[src/rtl/tex_env_operand_stage_pkg.sv]
`default_nettype none
// ============================================================================
// Module   : tex_env_operand_stage_pkg
// Purpose  : Shared pixel definitions for the texture-environment operand
//            stage: combine-mode encodings, fixed-point ONE / MINUS_ONE
//            constants, sub-pixel geometry and result FIFO sizing.
// Ports    : none (package)
// Revision : 1.0 - initial release
// ============================================================================
package tex_env_operand_stage_pkg;

  // Default unsigned sub-pixel width and number of sub-pixels per pixel (RGBA)
  localparam int SUB_PIXEL_WIDTH_DEF = 8;
  localparam int NUM_SUB_PIXELS      = 4;

  // Fixed-point unity and its negation at the default sub-pixel width
  localparam int ONE       = (1 << SUB_PIXEL_WIDTH_DEF) - 1;
  localparam int MINUS_ONE = -ONE;

  // Result FIFO geometry; depth equals the credit limit of the stage
  localparam int RESULT_FIFO_DEPTH = 4;
  localparam int RESULT_FIFO_PTR_W = 2;
  localparam int RESULT_FIFO_CNT_W = 3;

  // Combine modes; encodings 5..7 fall back to REPLACE
  typedef enum logic [2:0] {
    MODE_REPLACE     = 3'd0,
    MODE_MODULATE    = 3'd1,
    MODE_ADD         = 3'd2,
    MODE_INTERPOLATE = 3'd3,
    MODE_SUBTRACT    = 3'd4
  } combine_mode_e;

  // Fixed-point unity for an arbitrary sub-pixel width
  function automatic int sp_one(input int width);
    return (1 << width) - 1;
  endfunction

  function automatic int sp_minus_one(input int width);
    return -sp_one(width);
  endfunction

endpackage
`default_nettype wire

[src/rtl/tex_env_operand_stage_result.sv]
`default_nettype none
// ============================================================================
// Module   : result_fifo
// Purpose  : 4-entry result buffer between the mixer return path and the
//            output handshake. Storage is cleared on reset so the read port
//            presents zero after reset.
// Ports    : clk, rst        - clock, synchronous active-high reset
//            wr_en, wr_data  - write port (never asserted when full)
//            rd_en, rd_data  - read port, rd_data shows the head entry
//            count           - number of valid entries (0..4)
// Revision : 1.0 - initial release
// ============================================================================
module result_fifo
  import tex_env_operand_stage_pkg::*;
#(
  parameter int WIDTH = 32
) (
  input  logic                         clk,
  input  logic                         rst,
  input  logic                         wr_en,
  input  logic [WIDTH-1:0]             wr_data,
  input  logic                         rd_en,
  output logic [WIDTH-1:0]             rd_data,
  output logic [RESULT_FIFO_CNT_W-1:0] count
);

  logic [WIDTH-1:0]             r_mem [RESULT_FIFO_DEPTH];
  logic [RESULT_FIFO_PTR_W-1:0] r_wr_ptr;
  logic [RESULT_FIFO_PTR_W-1:0] r_rd_ptr;
  logic [RESULT_FIFO_CNT_W-1:0] r_count;

  always_ff @(posedge clk) begin
    if (rst) begin
      for (int i = 0; i < RESULT_FIFO_DEPTH; i++) begin
        r_mem[i] <= '0;
      end
      r_wr_ptr <= '0;
      r_rd_ptr <= '0;
      r_count  <= '0;
    end else begin
      if (wr_en) begin
        r_mem[r_wr_ptr] <= wr_data;
        r_wr_ptr        <= r_wr_ptr + RESULT_FIFO_PTR_W'(1);
      end
      if (rd_en) begin
        r_rd_ptr <= r_rd_ptr + RESULT_FIFO_PTR_W'(1);
      end
      // Simultaneous write and read leaves the count unchanged
      case ({wr_en, rd_en})
        2'b10:   r_count <= r_count + RESULT_FIFO_CNT_W'(1);
        2'b01:   r_count <= r_count - RESULT_FIFO_CNT_W'(1);
        default: r_count <= r_count;
      endcase
    end
  end

  assign rd_data = r_mem[r_rd_ptr];
  assign count   = r_count;

endmodule
`default_nettype wire

[src/rtl/tex_env_operand_stage.sv]
`default_nettype none
// ============================================================================
// Module   : tex_env_operand_stage
// Purpose  : Texture-environment operand stage. Selects per-sub-pixel mixer
//            operands (A*B + C*D) from the combine mode, registers them on
//            fragment acceptance, tracks each fragment through the external
//            2-cycle mixer, and buffers clamped results in a 4-entry FIFO.
//            Credit flow control keeps the mixer pipeline stall-free.
// Ports    : aclk, reset                         - clock, sync active-high reset
//            conf_valid/mode/constant            - combine configuration load
//            s_valid/ready/primary/texture/tag   - fragment input
//            colorA..D, mixedColor               - external mixer interface
//            m_valid/ready/color/tag             - result output
// Revision : 1.0 - initial release
// ============================================================================
module tex_env_operand_stage
  import tex_env_operand_stage_pkg::*;
#(
  parameter int SUB_PIXEL_WIDTH = SUB_PIXEL_WIDTH_DEF,
  parameter int TAG_WIDTH       = 16
) (
  input  logic                           aclk,
  input  logic                           reset,
  input  logic                           conf_valid,
  input  logic [2:0]                     conf_mode,
  input  logic [4*SUB_PIXEL_WIDTH-1:0]   conf_constant,
  input  logic                           s_valid,
  output logic                           s_ready,
  input  logic [4*SUB_PIXEL_WIDTH-1:0]   s_primary,
  input  logic [4*SUB_PIXEL_WIDTH-1:0]   s_texture,
  input  logic [TAG_WIDTH-1:0]           s_tag,
  output logic [4*(SUB_PIXEL_WIDTH+1)-1:0] colorA,
  output logic [4*(SUB_PIXEL_WIDTH+1)-1:0] colorB,
  output logic [4*(SUB_PIXEL_WIDTH+1)-1:0] colorC,
  output logic [4*(SUB_PIXEL_WIDTH+1)-1:0] colorD,
  input  logic [4*(SUB_PIXEL_WIDTH+1)-1:0] mixedColor,
  output logic                           m_valid,
  input  logic                           m_ready,
  output logic [4*SUB_PIXEL_WIDTH-1:0]   m_color,
  output logic [TAG_WIDTH-1:0]           m_tag
);

  localparam int SPW      = SUB_PIXEL_WIDTH;
  localparam int SP1      = SUB_PIXEL_WIDTH + 1;
  localparam int OPW      = NUM_SUB_PIXELS * SP1;
  localparam int ONE_I    = sp_one(SUB_PIXEL_WIDTH);
  localparam int MONE_I   = sp_minus_one(SUB_PIXEL_WIDTH);
  localparam logic [SP1-1:0] LANE_ONE  = ONE_I[SP1-1:0];
  localparam logic [SP1-1:0] LANE_MONE = MONE_I[SP1-1:0];
  localparam int FIFO_W   = NUM_SUB_PIXELS * SPW + TAG_WIDTH;

  logic [2:0]                   r_mode;
  logic [4*SPW-1:0]             r_constant;
  logic [OPW-1:0]               w_op_a, w_op_b, w_op_c, w_op_d;
  logic [OPW-1:0]               r_color_a, r_color_b, r_color_c, r_color_d;
  logic [2:0]                   r_vld;
  logic [TAG_WIDTH-1:0]         r_tag_sr [3];
  logic [RESULT_FIFO_CNT_W-1:0] r_in_flight;
  logic [RESULT_FIFO_CNT_W-1:0] w_fifo_count;
  logic [RESULT_FIFO_CNT_W:0]   w_occupancy;
  logic [4*SPW-1:0]             w_clamped;
  logic [FIFO_W-1:0]            w_rd_data;
  logic                         w_accept;
  logic                         w_fifo_rd;

  assign w_accept  = s_valid & s_ready;
  assign w_fifo_rd = m_valid & m_ready;

  // Credit rule: fragments in the mixer plus buffered results never exceed
  // the FIFO depth, so the mixer return path can always be absorbed.
  assign w_occupancy = {1'b0, r_in_flight} + {1'b0, w_fifo_count};
  assign s_ready     = w_occupancy < (RESULT_FIFO_CNT_W + 1)'(RESULT_FIFO_DEPTH);

  // Configuration: a fragment accepted in the load cycle sees the old value
  always_ff @(posedge aclk) begin
    if (reset) begin
      r_mode     <= MODE_REPLACE;
      r_constant <= '0;
    end else if (conf_valid) begin
      r_mode     <= conf_mode;
      r_constant <= conf_constant;
    end
  end

  // Per-sub-pixel operand selection and result clamping
  for (genvar i = 0; i < NUM_SUB_PIXELS; i++) begin : g_lane
    logic [SP1-1:0] lane_prim, lane_tex, lane_cst;
    logic [SP1-1:0] lane_a, lane_b, lane_c, lane_d;

    assign lane_prim = {1'b0, s_primary[i*SPW +: SPW]};
    assign lane_tex  = {1'b0, s_texture[i*SPW +: SPW]};
    assign lane_cst  = {1'b0, r_constant[i*SPW +: SPW]};

    always_comb begin
      lane_a = lane_tex;
      lane_b = LANE_ONE;
      lane_c = '0;
      lane_d = '0;
      case (r_mode)
        MODE_MODULATE: begin
          lane_a = lane_prim;
          lane_b = lane_tex;
        end
        MODE_ADD: begin
          lane_a = lane_prim;
          lane_c = lane_tex;
          lane_d = LANE_ONE;
        end
        MODE_INTERPOLATE: begin
          lane_b = lane_cst;
          lane_c = lane_prim;
          lane_d = LANE_ONE - lane_cst;
        end
        MODE_SUBTRACT: begin
          lane_a = lane_prim;
          lane_c = lane_tex;
          lane_d = LANE_MONE;
        end
        default: begin
        end
      endcase
    end

    assign w_op_a[i*SP1 +: SP1] = lane_a;
    assign w_op_b[i*SP1 +: SP1] = lane_b;
    assign w_op_c[i*SP1 +: SP1] = lane_c;
    assign w_op_d[i*SP1 +: SP1] = lane_d;

    // The mixer saturates high itself; only negative results need clamping
    assign w_clamped[i*SPW +: SPW] = mixedColor[i*SP1 + SPW] ? '0
                                   : mixedColor[i*SP1 +: SPW];
  end

  // Operand registers hold their value between accepted fragments
  always_ff @(posedge aclk) begin
    if (reset) begin
      r_color_a <= '0;
      r_color_b <= '0;
      r_color_c <= '0;
      r_color_d <= '0;
    end else if (w_accept) begin
      r_color_a <= w_op_a;
      r_color_b <= w_op_b;
      r_color_c <= w_op_c;
      r_color_d <= w_op_d;
    end
  end

  assign colorA = r_color_a;
  assign colorB = r_color_b;
  assign colorC = r_color_c;
  assign colorD = r_color_d;

  // Stage 0 aligns with the operand registers, stage 2 with mixedColor
  always_ff @(posedge aclk) begin
    if (reset) begin
      r_vld       <= '0;
      r_in_flight <= '0;
    end else begin
      r_vld       <= {r_vld[1:0], w_accept};
      r_in_flight <= r_in_flight + RESULT_FIFO_CNT_W'(w_accept)
                                 - RESULT_FIFO_CNT_W'(r_vld[2]);
    end
  end

  // Tags need no reset: validity is carried by r_vld alone
  always_ff @(posedge aclk) begin
    r_tag_sr[0] <= s_tag;
    r_tag_sr[1] <= r_tag_sr[0];
    r_tag_sr[2] <= r_tag_sr[1];
  end

  result_fifo #(
    .WIDTH (FIFO_W)
  ) u_result_fifo (
    .clk     (aclk),
    .rst     (reset),
    .wr_en   (r_vld[2]),
    .wr_data ({w_clamped, r_tag_sr[2]}),
    .rd_en   (w_fifo_rd),
    .rd_data (w_rd_data),
    .count   (w_fifo_count)
  );

  assign m_valid = (w_fifo_count != '0);
  assign m_color = w_rd_data[FIFO_W-1 -: 4*SPW];
  assign m_tag   = w_rd_data[TAG_WIDTH-1:0];

endmodule
`default_nettype wire

[config.mk]
export PLATFORM = sky130hd
export DESIGN_NAME = tex_env_operand_stage
export DESIGN_NICKNAME = d
export VERILOG_FILES = /design/src/rtl/tex_env_operand_stage_pkg.sv /design/src/rtl/tex_env_operand_stage_result.sv /design/src/rtl/tex_env_operand_stage.sv
export SDC_FILE = /design/constraint.sdc
export NUM_CORES = 1
export LEC_CHECK = 0
export BUFFER_PORTS_ARGS = -buffer_cell sky130_fd_sc_hd__buf_2
export CAP_MARGIN = 15
export CORE_MARGIN = 1.5
export CORE_UTILIZATION = 35
export DETAILED_ROUTE_END_ITERATION = 7
export PLACE_DENSITY_LB_ADDON = 0.15
export SYNTH_ARGS = -nofsm -noshare
export SYNTH_HDL_FRONTEND = slang
export SYNTH_SLANG_ARGS = --single-unit
[constraint.sdc]
create_clock -name aclk -period 4.8 [get_ports aclk]
set_input_delay 0.24 -clock aclk [delete_from_list [all_inputs] [get_ports aclk]]
set_output_delay 0.24 -clock aclk [all_outputs]
set_load 0.01 [all_outputs]
## Yosys cells after proc, flatten, opt, wreduce, memory -nomap -nowiden

Memories as Yosys holds them, arrays and structs flattened. A register that Yosys moved wholly into a read port is not among the register bits.
Index checks and enable logic that the tools add are counted.

- Muxes and demuxes: 31
- $add $sub $neg: 11
- Eq/ne operators: 6
- Reduce and logical (&&, ||, !) cells: 5
- $lt $le $gt $ge: 1
- Bitwise gates (word level): 2

Operator list:

| kind | number |
|---|---|
| 8-bit case mux with 2 select lines | 8 |
| 9-bit case mux with 3 select lines | 4 |
| 8-bit two-way mux | 8 |
| 48-bit two-way mux | 1 |
| 48-bit OR reduction | 1 |
| 8-bit by 8-bit subtractor with 9-bit output, first input constant | 4 |
| 3-bit by 2-bit == test with 1-bit output, second input constant | 2 |
| 1-bit two-way mux | 6 |
| 2-bit two-way mux | 3 |
| 3-bit case mux with 2 select lines | 1 |
| 2-bit by 1-bit adder with 2-bit output, second input constant | 2 |
| 3-bit by 3-bit adder with 4-bit output | 1 |
| 4-bit by 3-bit less-than comparator with 1-bit output, second input constant | 1 |
| 3-bit by 1-bit adder with 3-bit output | 1 |
| 3-bit by 1-bit adder with 3-bit output, second input constant | 1 |
| 3-bit by 1-bit == test with 1-bit output, second input constant | 1 |
| 3-bit == test, second input constant | 1 |
| 3-bit nonzero test | 1 |
| 3-bit OR reduction | 1 |
| 3-bit by 1-bit subtractor with 3-bit output | 1 |
| 3-bit by 1-bit subtractor with 3-bit output, second input constant | 1 |
| 1-bit bitwise AND | 2 |
| 2-bit by 1-bit == test with 1-bit output, second input constant | 1 |
| 2-bit == test, second input constant | 1 |
| other kinds (2) | 2 |

- Flip-flop bits (word level): 192
- Memories kept: 2
- Output and inout port bits: 194
- Word-level logic and storage cells: 69
- Memory bits (writable): 240

Memory list:

| name | words | bits a word | read ports | clocked after Yosys merged registers in | wr ports | line | source |
|---|---|---|---|---|---|---|---|
| u_result_fifo.r_mem | 4 | 48 | 1 | 1 | 4 | tex_env_operand_stage_result.sv:27 | `logic [WIDTH-1:0] r_mem [RESULT_FIFO_DEPTH];` |
| r_tag_sr | 3 | 16 | 3 | 0 | 3 | tex_env_operand_stage.sv:57 | `logic [TAG_WIDTH-1:0] r_tag_sr [3];` |

## Logic depth before layout (Yosys ltp)

Gate-level depths: netlist (run 1).

- Depth after elaboration: 5
- Depth in mapped cells: 13
- Mapped depth without buffers: 11

## By module

A second synthesis (run 1) with hierarchy kept.

- Cells, all modules: 1434
- Area, all modules: 17451.7 µm²

Modules (own cells, without submodules):

| module | cells an instance | instances | sequential area each (µm²) | area each (µm²) |
|---|---|---|---|---|
| tex_env_operand_stage | 929 | 1 | 4364.2 | 8788.4 |
| result_fifo | 505 | 1 | 5945.7 | 8663.3 |

## Worst setup path after synthesis (run 1)

No wires, ideal clock.

- Path kind: register to register
- Start point: register u_result_fifo.r_wr_ptr[0]
- End point: memory u_result_fifo.r_mem[2][0] (netlist bit), enable pin
- Slack: 1.331 ns
- Data required time: 4.336 ns
- Data arrival time: 3.006 ns
- Clock period less this slack: 3.469 ns
- Library setup time: 0.464 ns
- Cell stages (with the launch flop): 5
- Cells stage by stage: dfxtp_1 buf_2 nand2b_1 clkbuf_1 o21bai_1

RTL lines:

| element | line | source |
|---|---|---|
| start, declared | tex_env_operand_stage_result.sv:28 | `logic [RESULT_FIFO_PTR_W-1:0] r_wr_ptr;` |
| start signal, assigned | tex_env_operand_stage_result.sv:43 | `r_wr_ptr <= r_wr_ptr + RESULT_FIFO_PTR_W'(1);` |
| end, declared | tex_env_operand_stage_result.sv:27 |  |

## Worst setup path after layout (run 1)

- Start point: register u_result_fifo.r_count[2], in the netlist u_result_fifo.count[2]
- End point: register r_in_flight[2]

- Cells in the longest elaborated chain, start to end: 5

Ends and longest elaborated chain:

| element | line | source |
|---|---|---|
| start, declared | tex_env_operand_stage_result.sv:30 | `logic [RESULT_FIFO_CNT_W-1:0] r_count;` |
| start signal, assigned | tex_env_operand_stage_result.sv:50 | `2'b10: r_count <= r_count + RESULT_FIFO_CNT_W'(1);` |
| start signal, assigned | tex_env_operand_stage_result.sv:51 | `2'b01: r_count <= r_count - RESULT_FIFO_CNT_W'(1);` |
| start signal, assigned | tex_env_operand_stage_result.sv:52 | `default: r_count <= r_count;` |
| 3-bit by 3-bit adder with 4-bit output | tex_env_operand_stage.sv:71 | `assign w_occupancy = {1'b0, r_in_flight} + {1'b0, w_fifo_count};` |
| 4-bit by 3-bit less-than comparator with 1-bit output | tex_env_operand_stage.sv:72 | `assign s_ready = w_occupancy < (RESULT_FIFO_CNT_W + 1)'(RESULT_FIFO_DEPTH);` |
| 1-bit bitwise AND | tex_env_operand_stage.sv:66 | `assign w_accept = s_valid & s_ready;` |
| 3-bit by 1-bit adder with 3-bit output | tex_env_operand_stage.sv:161 | `r_in_flight <= r_in_flight + RESULT_FIFO_CNT_W'(w_accept)` |
| 3-bit by 1-bit subtractor with 3-bit output | tex_env_operand_stage.sv:162 | `- RESULT_FIFO_CNT_W'(r_vld[2]);` |
| end signal, assigned | tex_env_operand_stage.sv:161 |  |
| end, declared | tex_env_operand_stage.sv:58 | `logic [RESULT_FIFO_CNT_W-1:0] r_in_flight;` |

No other way between the ends.
A chain may end at the register's enable or synchronous reset.

==> results.txt, run 1 <==
- Result of the run: completed
- Count of maximum capacitance violations: 0
- The critical path goes through ha_1 -> nor3_1 -> and3_4 -> clkinv_2 -> ha_1 -> inv_1 -> ha_1 -> fa_1 -> xnor2_1 -> xnor2_1 -> nor2_1.
- Area enclosed by the die boundary: 0.0505 mm^2
- Antenna violations before repair: 4
- Entering global routing, the biggest net connects 101 pins.
- Of the total synthesized cell area, the portion taken by XOR and XNOR cells is 0.407%.
* Data arrival time of the critical path: 3.52 ns
* Kind of launch point of the worst setup path: register
- Primary FF master, synth: sky130_fd_sc_hd__dfxtp_1
* Area fraction in compound gates after synthesis: 6.08%
- Setup crit end kind: register
- The floorplan has 81 rows.
- Fraction of final layout cells sized beyond drive strength 1: 25.7%
* Residual antenna-violating net count after detailed routing: 0
- After synthesis, the share of flip-flops with an asynchronous set or reset is 0%.
- Once detailed placement completed, the half-perimeter wirelength came to 31900 um.
* Number of nets in the layout: 2046
* Pleak: 9.31 nW
- In this run the register-to-register setup slack is 1.72 ns.
- By instance count, the cell type seen most on the critical path is sky130_fd_sc_hd__ha_1.
- The first routing iteration left 720 violations.
* Overflow left after global routing: 0
* Setup repair after global routing missed its margin: no
- The layout has 4570 filler cells.
* Global-route wire length before repair: 76400 um
- Initial DRT Pass Iterations: 4
* Detail-routed via count per cell: 4.82
- Standard cell with the maximum stage delay on the critical path: sky130_fd_sc_hd__and3_4
* CTS H-Tree Depth: 2
* Synthesized area: 0.0172 mm^2
- For this run, design rule violations remaining after detail routing come to 0.
- In this run, CTS created clock tree buffers numbering 48.
- Number of hold violations in the final report: 0
- After synthesis, the mean cell area works out to 12.0 um^2.
- After clock tree synthesis, the repair step resized 0 gates.
- Setup TNS: 0 ns
* Routed len/inst: 19.6 um
- The kind of cell with the highest combined delay along the critical path is adder cells.
- Setup violations remaining at the end of the flow were counted as 0.
* Yosys Warn Count: 0
* Worst hold path class: primary input to register
- Buffers inserted to repair hold after CTS numbered 149.
- Starting density of the core: 35.3%
- Post-CTS Setup Bufs: 0
- The tree is rooted in a sky130_fd_sc_hd__clkbuf_16.
- TritonCTS built the clock tree.
* Clk Latency, worst-skew pair: 0.58 ns
- Vertical die dimension: 225 um
- The number of different library cells used by synthesis comes to 42.
- After detailed routing, the total wire length is 50800 um.
- Worst Reg-to-Reg Cells: 11
- Max stage delay on crit path: 0.65 ns
- Overall fraction of global-route tracks in use: 20.0%
- Destination of the worst register-to-register timing path: r_in_flight[2]$_SDFF_PP0_
- Core box area: 0.0487 mm^2
- Post-synthesis share of cell area spent on and, or, nand and nor gates: 14.7%
* Top cell types by occurrence after synthesis: sky130_fd_sc_hd__dfxtp_1, sky130_fd_sc_hd__edfxtp_1, sky130_fd_sc_hd__nor2_1
- Clock skew on the completed layout was measured at 0.0122 ns.
- Final worst-path cycle share: 64.2%
* Relative slew slack: 28.5%
- For this run, the register share of the synthesized area comes to 59.9%.
* Ranking of synthesized cells by area: sky130_fd_sc_hd__edfxtp_1, sky130_fd_sc_hd__dfxtp_1, sky130_fd_sc_hd__mux2i_1
* Synthesis-to-layout area growth: 29.9%
- Launch point of the worst path: u_result_fifo.count[2]$_SDFFE_PP0P_
- The congestion estimate from routability-driven global placement came to 0.757.
- The critical path in this run is classified as register to register.
- The clock net in this run drives a total of 419 sinks.
* Gate count of the mapped netlist: 1434
- After synthesis, the largest area contributor takes up 33.5% of total cell area.
* Worst endpoint required time: 5.24 ns
* Period minus WS final: 3.08 ns
* CP Capture Point: r_in_flight[2]$_SDFF_PP0_
- Power after layout: 9.34 mW
- The worst-case IR drop observed on VDD is 211 uV.
- Number of global-route vias before repair: 12700
- Horizontal extent of the die: 225 um
- In this run, synthesis produced a sequential element count of 419.
- Dividing total power by cell area gives a power density of 417 mW/mm^2.
* Source of the worst register-to-register timing path: u_result_fifo.count[2]$_SDFFE_PP0P_
* Area leader, netlist: sky130_fd_sc_hd__edfxtp_1
- Combinational family with the most area after synthesis: simple AND/OR/NAND/NOR gates
* Critical path buffers and inverters: 2
- Derived from the worst setup path, the maximum achievable clock frequency is 324 MHz.
* Crit path depth: 11
* Boundary Pins: 350
- In this run the deepest clock path goes through 3 buffers.
- Mux contribution to synthesized area: 13.9%
* Max Fanout on Critical Path: 49
- The count of buffers added on input and output ports is 337.
- sky130_fd_sc_hd__dfxtp_1 is the most common cell in the netlist.
- Overall via count from detail_route: 12500
* Tightest Pin Transition: 1.07 ns
* Arithmetic-cell share of the synthesized area counting full adders, half adders and majority gates: 0.596%
- Post-synth EDFFs: 192
- Number of pins exceeding their max-slew limit in the final report: 0
* Clock Pin Slew Worst Setup and Hold Paths: 0.06 ns
==> logic make-up after synthesis <==
| kind of cell | after synthesis |
|---|---|
| XOR/XNOR | 8 |
| AO/OA/AOI/OAI | 165 |
| AND/OR/NAND/NOR | 511 |
| multiplexers | 179 |
| adder cells (fa/ha/maj) | 7 |
| flip-flops | 419 |
| buffers and inverters | 144 |
| other | 1 |
==> through the flow <==
| stage | setup slack [ns] | cells | area [um^2] | util, % | hold WS [ns] |
|---|---|---|---|---|---|
| finish | 1.72 | 2587 | 22400 | 45.9 | 0.0414 |
| global route | 1.48 | 2587 | 22400 | 45.9 | 0.0205 |
| CTS | 1.67 | 2586 | 22400 | 45.9 | 0.00113 |
| detailed placement | 1.68 | 2348 | 19300 | 39.6 | 0.312 |
| global placement | 1.74 | 2348 | 19300 | 39.6 | 0.313 |
| floorplan | 1.33 | 1445 | 17300 | - | 0.268 |
==> area by class of cell <==
type,count,area (um^2),share of cell area [%]
sequential,419,10300,46.1
multi-input combinational,882,6220,27.8
timing repair buffer,506,3330,14.9
clock buffer,66,1320,5.90
tap,664,831,3.71
clock inverter,23,239,1.07
inverter,26,98.8,0.442
antenna,1,2.50,0.0112
==> layout by cell type, fill, tap and decap left out, types with 25 or more instances in the layout <==
master,instances
sky130_fd_sc_hd__buf_2,336
sky130_fd_sc_hd__dfxtp_1,223
sky130_fd_sc_hd__edfxtp_1,192
sky130_fd_sc_hd__nor2_1,188
sky130_fd_sc_hd__dlygate4sd3_1,149
sky130_fd_sc_hd__mux2i_1,131
sky130_fd_sc_hd__and2_1,129
sky130_fd_sc_hd__nand2_1,80
sky130_fd_sc_hd__a21oi_1,64
sky130_fd_sc_hd__mux4_2,48
sky130_fd_sc_hd__clkbuf_16,48
sky130_fd_sc_hd__nor3_1,42
sky130_fd_sc_hd__nand3b_1,33
sky130_fd_sc_hd__a211oi_1,32
sky130_fd_sc_hd__a311oi_1,32
sky130_fd_sc_hd__o21ai_1,30
sky130_fd_sc_hd__inv_1,25
==> flip-flops by register name (all words and copies together) (netlist names), named ones only <==
name                    count
u_result_fifo.r_rd_ptr      2
u_result_fifo.r_wr_ptr      2
colorA                     32
colorC                     32
r_tag_sr                   48
r_mode                      3
r_vld                       3
u_result_fifo.count         3
r_in_flight                 3
colorB                     32
u_result_fifo.r_mem       192
colorD                     33
r_constant                 32
==> metal layers <==
layer	wire length [um]	global-route usage, %
met5	26	0
met4	1360	6.58
met3	3280	5.64
met2	24800	34.0
met1	21300	24.2
==> how the worst min path moves through the flow <==
stage | from | end | slack (ns) | depth (start not counted)
floorplan | s_tag[0] | r_tag_sr[0][0]$_DFF_P_ | 0.27 | 0
detailed placement | r_tag_sr[0][9]$_DFF_P_ | r_tag_sr[0][25]$_DFF_P_ | 0.31 | 0
global placement | r_tag_sr[0][6]$_DFF_P_ | r_tag_sr[0][22]$_DFF_P_ | 0.31 | 0
CTS | s_texture[16] | colorC[18]$_SDFFE_PP0P_ | 0.001 | 3
finish | s_texture[16] | colorC[18]$_SDFFE_PP0P_ | 0.04 | 3
global route | s_texture[9] | colorC[10]$_SDFFE_PP0P_ | 0.02 | 3
==> power breakdown <==
group | internal [mW] | switching, mW | total, mW
Combinational | 0.646 | 0.867 | 1.51
Clock | 2.14 | 1.50 | 3.64
Sequential | 4.00 | 0.182 | 4.18
==> worst register-to-register path, stage by stage (launching register included) <==
cell	delay, ns
sky130_fd_sc_hd__dfxtp_1	0.39
sky130_fd_sc_hd__ha_1	0.25
sky130_fd_sc_hd__nor3_1	0.23
sky130_fd_sc_hd__and3_4	0.65
sky130_fd_sc_hd__clkinv_2	0.15
sky130_fd_sc_hd__ha_1	0.31
sky130_fd_sc_hd__inv_1	0.04
sky130_fd_sc_hd__ha_1	0.18
sky130_fd_sc_hd__fa_1	0.37
sky130_fd_sc_hd__xnor2_1	0.19
sky130_fd_sc_hd__xnor2_1	0.13
sky130_fd_sc_hd__nor2_1	0.05
Note: power is estimated with default switching activity, not from simulation.
==> run 2: changes to the inputs <==
==> constraint.sdc (replaced) <==
create_clock -name aclk -period 2.6 [get_ports aclk]
set_input_delay 0.13 -clock aclk [delete_from_list [all_inputs] [get_ports aclk]]
set_output_delay 0.13 -clock aclk [all_outputs]
set_load 0.01 [all_outputs]
==> results.txt, run 2 (synthesis gave the netlist of run 1 again) <==
- Setup crit end kind: register (unchanged)
- The most common cell after layout, fill and taps aside is sky130_fd_sc_hd__buf_2 (unchanged).
- Post-Route Hold Slack: 0.0195 ns (was 0.0414 ns)
- Fraction of final layout cells sized beyond drive strength 1: 25.3% (was 25.7%)
* Result of the run: completed (unchanged)
- The area growth from synthesis to layout was 32.7% (was 29.9%).
- Worst endpoint required time: 3.06 ns (was 5.24 ns)
* Overflow left after global routing: 0 (unchanged)
* DRC violation count after routing: 0 (unchanged)
* Relative slew slack: 43.5% (was 28.5%)
* Clock Pin Slew Worst Setup and Hold Paths: 0.06 ns (about the same)
- Overall fraction of global-route tracks in use: 19.9% (was 20.0%)
- The kind of start point of the critical path was a register (unchanged).
- The maximum fanout count along the critical path was 2 (was 49).
* Final routed wirelength across all metal layers: 50500 um (was 50800 um)
* Category of the critical setup timing path: register to register (unchanged)
- Commonest cells after routing, fill and taps aside: sky130_fd_sc_hd__buf_2, sky130_fd_sc_hd__dfxtp_1, sky130_fd_sc_hd__edfxtp_1 (unchanged).
- The maximum resistive drop on vdd came to 404 uV (was 211 uV).
* Area enclosed by the die boundary: 0.0505 mm^2 (unchanged)
* Period minus WS final: 2.40 ns (was 3.08 ns)
- Standard cell with the maximum stage delay on the critical path: sky130_fd_sc_hd__fa_2 (was sky130_fd_sc_hd__and3_4)
- The maximum single-stage delay on the critical path is 0.36 ns (was 0.65 ns).
* Horizontal extent of the die: 225 um (unchanged)
- The count of buffers inserted at the top-level ports was 337 (unchanged).
* CTS H-Tree Depth: 2 (unchanged)
- Length of routed wiring on met1: 20200 um (was 21300 um)
- The effective utilization at floorplan was 35.3% (unchanged).
- DP Wirelength: 31300 um (was 31900 um)
* Initial DRT Pass Iterations: 4 (unchanged)
* Global-route wire length before repair: 76700 um (was 76400 um)
- Tightest Pin Transition: 0.847 ns (was 1.07 ns)
- Series of cell instances along the critical path: ha_1 -> nor3_2 -> and3_4 -> clkinv_2 -> ha_1 -> inv_1 -> ha_1 -> fa_2 -> xnor2_2 -> xnor2_1 -> nor2_1 (was ha_1 -> nor3_1 -> and3_4 -> clkinv_2 -> ha_1 -> inv_1 -> ha_1 -> fa_1 -> xnor2_1 -> xnor2_1 -> nor2_1).
- The final hold violation count came to 0 (unchanged).
- The number of cell rows came to 81 (unchanged).
* Count of maximum capacitance violations: 0 (unchanged)
- Final GP Congestion: 0.765 (was 0.757)
- Pin count of the biggest net entering global routing: 163 (was 101)
- Final Skew: 0.0100 ns (was 0.0122 ns)
* Pleak: 9.51 nW (was 9.31 nW)
- The data arrival time at the worst-slack endpoint came to 2.86 ns (was 3.52 ns).
* Top Metal Used: met5 (unchanged)
- Number of flip-flops in the largest register: 192 (unchanged)
- Routed len/inst: 19.2 um (was 19.6 um)
- The vias per cell is 4.82 (about the same).
- The number of global-route vias before repair was 13300 (was 12700).
* Library cell used as clock root buffer: sky130_fd_sc_hd__clkbuf_16 (unchanged)
* Number of nets in the layout: 2086 (was 2046)
- Clock tree buffer depth: 3 (unchanged)
- Antenna violations before repair: 3 (was 4)
* TritonCTS clock tree: done (unchanged)
* Clk Latency, worst-skew pair: 0.58 ns (about the same)
* Number of buffers inserted during clock tree synthesis: 48 (unchanged)
- Number of pins exceeding their max-slew limit in the final report: 0 (unchanged)
- Vertical die dimension: 225 um (unchanged)
* Boundary Pins: 350 (unchanged)
- The cell repeated most along the worst path is sky130_fd_sc_hd__ha_1 (unchanged).
* Worst hold path class: primary input to register (unchanged)
- Core box area: 0.0487 mm^2 (unchanged)
- Met2 wire len: 25400 um (was 24800 um)
- Metal3 WL: 3140 um (was 3280 um)
* Number of inserted filler cells in the final layout: 4512 (was 4570)
- The period utilization is 92.3% (was 64.2%).
* TritonCTS sink count: 419 (unchanged)
* Post-layout util: 46.9% (was 45.9%)
- The power density normalized to cell area was 748 mW/mm^2 (was 417 mW/mm^2).
* Residual antenna-violating net count after detailed routing: 0 (unchanged)
- 1st-iter DRT viols: 578 (was 720)
- Setup repair after global routing missed its margin: no (unchanged)
- The sum of negative setup slack was 0 ns (unchanged).
- Count of endpoints failing setup in the final report: 0 (unchanged)
- Overall via count from detail_route: 12700 (was 12500)
- Most flops, register: u_result_fifo.r_mem (unchanged)
- Power after layout: 17.1 mW (was 9.34 mW)
- The highest clock rate was 417 MHz (was 324 MHz).
==> run 2: changes by cell type in the layout (fill, tap and decap cells not counted), moves of 2 or more <==
cell / delta
sky130_fd_sc_hd__buf_12: +12
sky130_fd_sc_hd__bufinv_16: -3
sky130_fd_sc_hd__clkbuf_1: +7
sky130_fd_sc_hd__clkbuf_8: +2
sky130_fd_sc_hd__clkinv_2: -8
sky130_fd_sc_hd__dlygate4sd3_1: +29
==> run 2: worst max-delay path: cells and delay by family (launching register included) <==
| family | cells | cell delay [ns] |
|---|---|---|
| AND/OR/NAND/NOR | 3 | 0.41 |
| adder cells (fa/ha/maj) | 4 | 1.13 |
| flip-flops | 1 | 0.34 |
| buffers and inverters | 2 | 0.12 |
| XOR/XNOR | 2 | 0.29 |
==> run 2: worst paths after layout <==
kind / slack [ns] / from / end / cells past startpoint
hold / removal: 0.02 / s_texture[23] / colorB[25]$_SDFFE_PP0P_ / 3
setup / recovery: 0.20 / r_in_flight[2]$_SDFF_PP0_ / r_in_flight[2]$_SDFF_PP0_ / 11
setup reg to reg: 0.20 / r_in_flight[2]$_SDFF_PP0_ / r_in_flight[2]$_SDFF_PP0_ / 11
hold reg to reg: 0.32 / r_tag_sr[0][5]$_DFF_P_ / r_tag_sr[0][21]$_DFF_P_ / 0
==> run 2: per-layer routing <==
metal / vias up / global-route usage (%)
li1: 6060 / -
met1: 6152 / 22.6
met2: 356 / 35.5
met3: 85 / 5.04
met4: 4 / 7.95
met5: - / 0
==> run 2: where the power goes <==
part           internal (mW)  leakage [nW]  switching [mW]  total (mW)
sequential              7.38          3.87           0.256        7.64
combinational           1.31          4.91            1.70        3.00
clock                   3.79         0.733            2.66        6.45
total                   12.5          9.51            4.62        17.1
==> run 2: cell type report <==
cell class	count	area, um^2	share of cell area (%)
diodes	1	2.50	0.0110
clock buffers	76	1400	6.12
clock inverters	12	108	0.471
inverters	26	98.8	0.433
multi-input cells	882	6240	27.3
flip-flops and latches	419	10300	45.2
well taps	664	831	3.64
repair buffers	546	3860	16.9
==> run 2: what timing repair did <==
action | 4_1_cts | 5_1_grt
endpoints found under the setup margin | 0 | 1
hold buffers | 178 | 0
buffers inserted | 0 | 0
endpoints found under the hold margin | 288 | 0
resized for setup | 0 | 3
==> run 2: through the flow <==
| stage | worst slack (ns) | area (um^2) | std cells |
|---|---|---|---|
| 2_1_floorplan | 0.00101 | 17300 | 1445 |
| 3_3_place_gp | 0.0619 | 19500 | 2359 |
| 3_5_place_dp | 0.0970 | 19500 | 2359 |
| 4_1_cts | 0.0510 | 22800 | 2625 |
| 5_1_grt | 0.0398 | 22900 | 2626 |
| 6_report | 0.201 | 22900 | 2626 |
